**src/rtl/fg_config_loader.sv**
```systemverilog
// Purpose     : assembles the 64-bit function-generator config word from a byte stream and commits it glitch-free.
// Latency     : commit on the edge after the first cycle in PENDING where sampleStrobe_i | !outputEnable_i holds
//               (2 edges after the last beat when output is disabled); immediate mode commits on the last-beat edge.
// Backpressure: dataReady_o drops only while a complete word waits in PENDING; never in immediate mode.
//
// Optional feature macro: FG_CFG_IMMEDIATE_COMMIT_EN
//   defined   -> no PENDING state; the word is committed on the edge that accepts the last beat.
//   undefined -> the word waits in PENDING for a sample boundary or disabled output.
//
// Ports:
//   clk_i            system clock, rising edge
//   rstn_i           asynchronous active-low reset
//   frameStart_i     one-cycle pulse, starts/restarts a frame (highest priority)
//   data_i           stream beat, first beat lands in the MSB byte
//   dataValid_i      beat valid
//   dataReady_o      loader can take a beat this cycle (derived from registered state only)
//   sampleStrobe_i   generator output-valid strobe, the commit point
//   outputEnable_i   generator output enable; while low, commits need no strobe
//   CR_bus_o         active configuration word to the generator
//   configUpdated_o  one-cycle pulse after CR_bus_o has changed
//   frameError_o     sticky: beat seen outside a frame; cleared by frameStart_i
//   busy_o           state is not IDLE
module fg_config_loader #(
   parameter int CONFIG_REG_BITWIDTH = 64,
   parameter int DATA_BITWIDTH       = 8,
   parameter logic [CONFIG_REG_BITWIDTH-1:0] RESET_CONFIG = '0
) (
   input  logic                           clk_i,
   input  logic                           rstn_i,
   input  logic                           frameStart_i,
   input  logic [DATA_BITWIDTH-1:0]       data_i,
   input  logic                           dataValid_i,
   output logic                           dataReady_o,
   input  logic                           sampleStrobe_i,
   input  logic                           outputEnable_i,
   output logic [CONFIG_REG_BITWIDTH-1:0] CR_bus_o,
   output logic                           configUpdated_o,
   output logic                           frameError_o,
   output logic                           busy_o
);

   localparam int BEAT_COUNT = CONFIG_REG_BITWIDTH / DATA_BITWIDTH;
   localparam int PTR_W      = (BEAT_COUNT > 1) ? $clog2(BEAT_COUNT) : 1;
   localparam logic [PTR_W-1:0] LAST_PTR = PTR_W'(BEAT_COUNT - 1);

   localparam logic [1:0] ST_IDLE = 2'd0;
   localparam logic [1:0] ST_LOAD = 2'd1;
   localparam logic [1:0] ST_PEND = 2'd2;

   logic [1:0]                     state_q,  state_d;
   logic [PTR_W-1:0]               ptr_q,    ptr_d;
   logic [CONFIG_REG_BITWIDTH-1:0] shadow_q, shadow_d;
   logic [CONFIG_REG_BITWIDTH-1:0] cr_q,     cr_d;
   logic                           upd_q,    upd_d;
   logic                           err_q,    err_d;

   logic                           beat_acc;
   logic [PTR_W-1:0]               slot;
   logic [CONFIG_REG_BITWIDTH-1:0] shadow_wr;

   // Ready comes from the state register alone so it never combinationally
   // depends on dataValid_i.
`ifdef FG_CFG_IMMEDIATE_COMMIT_EN
   assign dataReady_o = 1'b1;

   // Strobe and enable have no effect in this build.
   logic unused_commit_inputs;
   assign unused_commit_inputs = sampleStrobe_i ^ outputEnable_i;
`else
   assign dataReady_o = (state_q != ST_PEND);
`endif

   assign beat_acc = dataValid_i & dataReady_o;

   // A beat arriving together with frameStart_i is always beat 0, whatever
   // the pointer held from an abandoned frame.
   assign slot = frameStart_i ? '0 : ptr_q;

   // Shadow with the current beat merged in; byte 0 is the most significant.
   always_comb begin
      shadow_wr = shadow_q;
      for (int b = 0; b < BEAT_COUNT; b++) begin
         if (slot == PTR_W'(b)) begin
            shadow_wr[(BEAT_COUNT-1-b)*DATA_BITWIDTH +: DATA_BITWIDTH] = data_i;
         end
      end
   end

   always_comb begin
      state_d  = state_q;
      ptr_d    = ptr_q;
      shadow_d = shadow_q;
      cr_d     = cr_q;
      upd_d    = 1'b0;
      err_d    = err_q;

      if (frameStart_i) begin
         // Restart wins over everything, including a commit due this cycle.
         state_d = ST_LOAD;
         ptr_d   = '0;
         err_d   = 1'b0;
         if (beat_acc) begin
            shadow_d = shadow_wr;
            ptr_d    = PTR_W'(1);
         end
      end else begin
         case (state_q)
            ST_IDLE: begin
               // Beat outside a frame: dropped, flagged.
               if (beat_acc) begin
                  err_d = 1'b1;
               end
            end

            ST_LOAD: begin
               if (beat_acc) begin
                  shadow_d = shadow_wr;
                  if (ptr_q == LAST_PTR) begin
                     ptr_d = '0;
`ifdef FG_CFG_IMMEDIATE_COMMIT_EN
                     state_d = ST_IDLE;
                     cr_d    = shadow_wr;
                     upd_d   = 1'b1;
`else
                     // Commit is evaluated from the next cycle on, never
                     // together with the last beat.
                     state_d = ST_PEND;
`endif
                  end else begin
                     ptr_d = ptr_q + PTR_W'(1);
                  end
               end
            end

            ST_PEND: begin
`ifdef FG_CFG_IMMEDIATE_COMMIT_EN
               state_d = ST_IDLE;
`else
               // Swap only on a sample boundary or while nothing is being
               // output, so the generator never sees a half-old word.
               if (sampleStrobe_i | ~outputEnable_i) begin
                  cr_d    = shadow_q;
                  upd_d   = 1'b1;
                  state_d = ST_IDLE;
               end
`endif
            end

            default: begin
               state_d = ST_IDLE;
               ptr_d   = '0;
            end
         endcase
      end
   end

   always_ff @(posedge clk_i or negedge rstn_i) begin
      if (!rstn_i) begin
         state_q  <= ST_IDLE;
         ptr_q    <= '0;
         shadow_q <= '0;
         cr_q     <= RESET_CONFIG;
         upd_q    <= 1'b0;
         err_q    <= 1'b0;
      end else begin
         state_q  <= state_d;
         ptr_q    <= ptr_d;
         shadow_q <= shadow_d;
         cr_q     <= cr_d;
         upd_q    <= upd_d;
         err_q    <= err_d;
      end
   end

   assign CR_bus_o        = cr_q;
   assign configUpdated_o = upd_q;
   assign frameError_o    = err_q;
   assign busy_o          = (state_q != ST_IDLE);

endmodule

```
**config.mk**
```make
export PLATFORM = sky130hd
export DESIGN_NAME = fg_config_loader
export DESIGN_NICKNAME = d
export VERILOG_FILES = /design/src/rtl/fg_config_loader.sv
export SDC_FILE = /design/constraint.sdc
export NUM_CORES = 1
export LEC_CHECK = 0
export CORE_ASPECT_RATIO = 1.4
export CORE_UTILIZATION = 36
export DETAILED_ROUTE_END_ITERATION = 7
export PLACE_DENSITY = 0.67
export SLEW_MARGIN = 25
export SYNTH_ARGS = -nofsm -noshare
export SYNTH_HDL_FRONTEND = slang
export SYNTH_SLANG_ARGS = --single-unit
```
**constraint.sdc**
```tcl
create_clock -name clk_i -period 1.9 [get_ports clk_i]
set_input_delay 0.38 -clock clk_i [delete_from_list [all_inputs] [get_ports clk_i]]
set_output_delay 0.38 -clock clk_i [all_outputs]
set_load 0.02 [all_outputs]
```
**After elaboration in Yosys (flattened, before gate mapping)**

Cells that the tools add are included.

- Add/subtract/negate cells: 1
- Equal/unequal tests: 16
- Mux-type cells: 28
- Bitwise logic cells: 4
- Reduce and logical (&&, ||, !) cells: 11

Operator list:

| operator | count |
|---|---|
| 2-to-1 mux 64 bit | 3 |
| 2-to-1 mux 8 bit | 8 |
| equality test 3 bit, second input constant | 5 |
| 2-to-1 mux 3 bit | 4 |
| inequality test 3 bit, second input constant | 3 |
| 2-to-1 mux 2 bit | 4 |
| nonzero test 2 bit | 4 |
| 2-to-1 mux 1 bit | 7 |
| equality test 3 x 2 -> 1 bit, second input constant | 2 |
| one-hot mux 2 bit (3 select lines) | 1 |
| one-hot mux 3 bit (2 select lines) | 1 |
| inequality test 2 bit, second input constant | 2 |
| AND reduction 2 bit | 2 |
| AND reduction 4 bit | 1 |
| adder 3 x 1 -> 3 bit, second input constant | 1 |
| equality test 3 x 1 -> 1 bit, second input constant | 1 |
| logical NOT 3 bit | 1 |
| AND reduction 3 bit | 1 |
| equality test 2 x 1 -> 1 bit, second input constant | 1 |
| equality test 2 bit, second input constant | 1 |
| logical NOT 2 bit | 1 |
| inequality test 2 x 1 -> 1 bit, second input constant | 1 |
| NOT 1 bit | 2 |
| OR reduction 2 bit | 1 |
| other kinds (2) | 2 |

- Register bits: 135
- Input bits: 14
- Output and inout bits: 68
- Word-level logic and storage cells: 66

**Logic depth before layout (Yosys ltp)**

Gate-level depths: netlist of run 1.

- Depth in word-level cells: 6
- Gate-level depth with buffers: 6
- Gate-level depth less buffers: 5

**Worst setup path before layout of run 1**

No wires, ideal clock.

- Path kind: reg2reg
- From: reg state_q[0]
- To: reg cr_q[19] (netlist: CR_bus_o[19])
- Library setup time: 125 ps
- Data arrival time: 1644 ps
- Required time: 1775 ps
- Slack: 131 ps
- Cell stages (with the launch flop): 6
- Buffers on the path: 2
- Clock period less this slack: 1769 ps
- Cells stage by stage: dfrtp_1 nand2b_1 nor3_1 buf_2 buf_2 mux2_2

- Longest elaborated chain between the ends: 2

RTL lines:

| what | line | source |
|---|---|---|
| start: declaration | 50 | `logic [1:0] state_q, state_d;` |
| start signal: assignment | 166 | `state_q <= state_d;` |
| equality test 2 bit | 107 | `case (state_q)` |
| AND reduction 3 bit (no source line) | n/a |  |
| end signal: assignment | 169 | `cr_q <= cr_d;` |
| end: declaration | 53 | `logic [CONFIG_REG_BITWIDTH-1:0] cr_q, cr_d;` |

Every way passes these cells.
A chain may end at the register's enable or synchronous reset.

**Final worst setup path of run 1**

- From: reg state_q[0]
- To: out dataReady_o

- Longest elaborated chain between the ends: 1

RTL lines:

| what | line | source |
|---|---|---|
| inequality test 2 bit | 70 | `assign dataReady_o = (state_q != ST_PEND);` |
| end: declaration | 33 | `output logic dataReady_o,` |

Every way passes these cells.

==> flow_summary.toml, run 1 <==
[sta]
hold_violations = 0
maxClockFrequency_mhz = 556
tightest_slew_ns = 0.537
post-route-period-util_pct = 94.6
finalSetupViolations = 0
grt_setup_unrepaired = "false"
clock-skew-final_ns = 0.00759
min_period_ns = 1.80
timing_max_transition_violations_final = 0
slew_headroom_pct = 64.1

[power_and_ir_drop]
ir_drop_mv = 0.547
net-switching-power_uw = 1480
netSwitchingFraction_pct = 20.3
total_leakage_power_uw = 0.00338
power.share.combinational_pct = 7.6
p_seq_share_pct = 45.7
power_report.internal_total_uw = 5800
p_per_area_nw_per_um2 = 1010
clock_power_share_pct = 46.7

[final_layout]
flow.area_growth_from_synthesis_pct = 35.8
layoutNonFillerInstCount = 636
post-route-cell-area_sq_um = 7200
final_nets = 451
layout-drive-gt1-share_pct = 42.7
num_antenna_cells = 0

[setup_path]
worst_setup_path_end_kind = "output port"
worst_path_cell_trace = "nand2b_1 > dlygate4sd2_1"
path_delay_family = "flip-flops"
path_depth = 2
ff2ff_path_depth = 4
critPathMaxFanout = 9
worst-endpoint-arrival_ns = 1.42
worstPathRequired_ns = 1.52
combined_buffer_and_inverter_count_along_the_critical_path = 1
critical-path-slowest-cell = "dfrtp_2"
crit_path_start_kind = "flop"
critPathKind = "flop to output port"
cp_slowest_stage_delay_ns = 0.46

[detailed_routing]
route.antenna.remaining_nets = 0
drc_errors = 0
routedWlPerCell_um = 17.0
violation_count_after_the_first_detailed_route_iteration = 77
route.detailed.vias_per_inst = 4.79
routed_wl_mm = 10.8
routed-via-count = 3045
detailedRoute.firstPassIterationCount = 4

[grt]
initial_antenna_violation_count = 0
gr-usage-all-layers_pct = 15.5
first_global_vias = 3306
gr-total-overflow = 0
grt_first_pass_wirelength_mm = 17.9
grt_max_degree = 53

[clock_tree]
cts.htree.levels = 4
cts_num_sinks = 135
clock-root-buffer = "clkbuf_16"
cts_tree = "done"
tritoncts.num_buffers = 17
clock_tree.buffer_depth = 2
insertion_delay_ns = 0.41
clkSlewWorstSetupHoldPaths_ns = 0.06

[floorplan]
floorplan.initialDensity_pct = 36.7
rows = 52
die_area_sq_um = 15200
design.core.area_sq_um = 14400
chipHeight_um = 146
io-pin-count = 82
die_w_um = 105

[synthesis]
postSynthCellCount = 325
avgSynthCellArea_sq_um = 16.3
synthTopCellsByArea = "dfrtp_1 (64%), mux2_2 (24%), mux2_4 (4.5%)"
yosys_warnings = 0
netlist-cell-type-count = 33
synth_area_sq_um = 5300
synth.yosys.seq_area_share_pct = 63.7
syn_nets = 341
async_flop_share_pct = 100
yosys.area.top_type = "dfrtp_1"
yosys_register_bits = 135
post_synth_edffs = 0
synth_top_area_share_pct = 63.7
synth_top_flop_cell = "dfrtp_1"

[placed_design]
place.detailed.instances = 604
detailedPlacementHpwl_mm = 7.45
placed_area_sq_um = 6560
routabilityCongestion = 0.798
total_of_buffers_placed_on_input_and_output_ports = 81

[run]
drv_cap = 0

[hold_path]
holdCritPathClass = "input pin to async pin"

[run_status]
status = "completed"
registers in the layout, summed over array words and instances (netlist names):
name,count
configUpdated_o,1
frameError_o,1
state_q,2
shadow_q,64
ptr_q,3
CR_bus_o,64
power by group through the flow:
stage | sequential (uW) | combinational, uW | clock (uW)
floorplan | 3310 | 360 | 0
global placement | 3350 | 536 | 0
detailed placement | 3370 | 562 | 0
CTS | 3320 | 565 | 3490
global route | 3360 | 611 | 3620
finish | 3330 | 553 | 3400
synth_stat cells (all sizes together), types with 3 or more instances:
cell type  number
mux2          128
buf            13
clkbuf          3
a21oi           4
nor2b           4
dfrtp         135
nand2b          6
inv             4
o21ai           3
placed cells by master, fill, tap and decap left out, drive strengths merged:
cell,netlist,routed
clkinvlp,0,2
bufinv,0,4
nand2,1,1
dfrtp,135,135
clkdlybuf4s50,0,78
a31o,1,1
nand2b,6,6
and3,2,2
dlygate4sd2,0,2
inv,4,4
dlygate4sd3,0,1
buf,13,26
or3,2,2
clkinv,0,2
o21a,1,1
o311ai,1,1
a21oi,4,4
nor2,2,2
nor3,2,2
nand4,1,1
and2,1,1
nor2b,4,4
ha,2,2
clkbuf,3,23
nand4b,1,1
o31ai,1,1
o2111ai,1,1
nand3b,1,1
nor4,1,1
mux2,128,128
o21ai,3,3
or4,2,2
nor4b,2,2
cell families after synthesis:
group           after synthesis  synth area share [%]
compound gates               12                  1.89
fa+ha+maj                     2                 0.472
buf+inv                      20                  1.77
flops                       135                  63.7
mux                         128                  28.3
simple gates                 28                  3.82
metal layers:
layer	wire length [um]	vias to the layer above	part of all wire [%]	GRT usage (%)
met1	4480	1594	42	18.3
met3	381	6	3.5	4.16
met4	189	0	1.8	6.71
met2	5730	66	53	26.3
li1	-	1379	-	-
met5	0	-	0	0
final cells by class:
cell class              count  area (sq um)
clock buffers              23           478
well taps                 189           236
repair buffers            107          1110
fillers                  1254          7250
clock inverters             8           145
flip-flops and latches    135          3380
multi-input cells         170          1830
inverters                   4          15.0
path summary, 6_finish.rpt:
| check | startpoint | to | slack (ns) |
|---|---|---|---|
| setup reg to reg | state_q[1]$_DFFE_PN0P_ | shadow_q[33]$_DFFE_PN0P_ | 0.10 |
| min in group clk_i | shadow_q[57]$_DFFE_PN0P_ | CR_bus_o[57]$_DFFE_PN0P_ | 0.50 |
| hold reg to reg | shadow_q[57]$_DFFE_PN0P_ | CR_bus_o[57]$_DFFE_PN0P_ | 0.50 |
| hold / removal | rstn_i | CR_bus_o[52]$_DFFE_PN0P_ | 0.49 |
| max in group asynchronous | rstn_i | CR_bus_o[4]$_DFFE_PN0P_ | 0.75 |
| setup / recovery | state_q[0]$_DFFE_PN0P_ | dataReady_o | 0.10 |
timing repair:
action,in CTS,in global routing
endpoints found under the hold margin,49,0
resized for setup,4,0
hold buffers,1,0
endpoints found under the setup margin,2,0
buffers inserted,0,0
through the flow:
step	util [%]	setup WS [ns]	hold WS, ns	setup TNS (ns)	power (uW)
2_1_floorplan	-	0.131	0.0844	0	3670
3_3_place_gp	45.4	-0.275	0.361	-21.09	3890
3_5_place_dp	45.4	-0.300	0.372	-23.70	3930
4_1_cts	49.8	0.0791	0.498	0	7370
5_1_grt	49.8	0.0122	0.512	0	7590
6_report	49.8	0.102	0.489	0	7280
Note: power is estimated with default switching activity, not from simulation.
==> run 2: changes to the inputs <==
Settings changed: TNS_END_PERCENT from default to 20.
==> results of run 2 <==
Same layout as run 1: the final DEF is identical, and so are final timing and power.
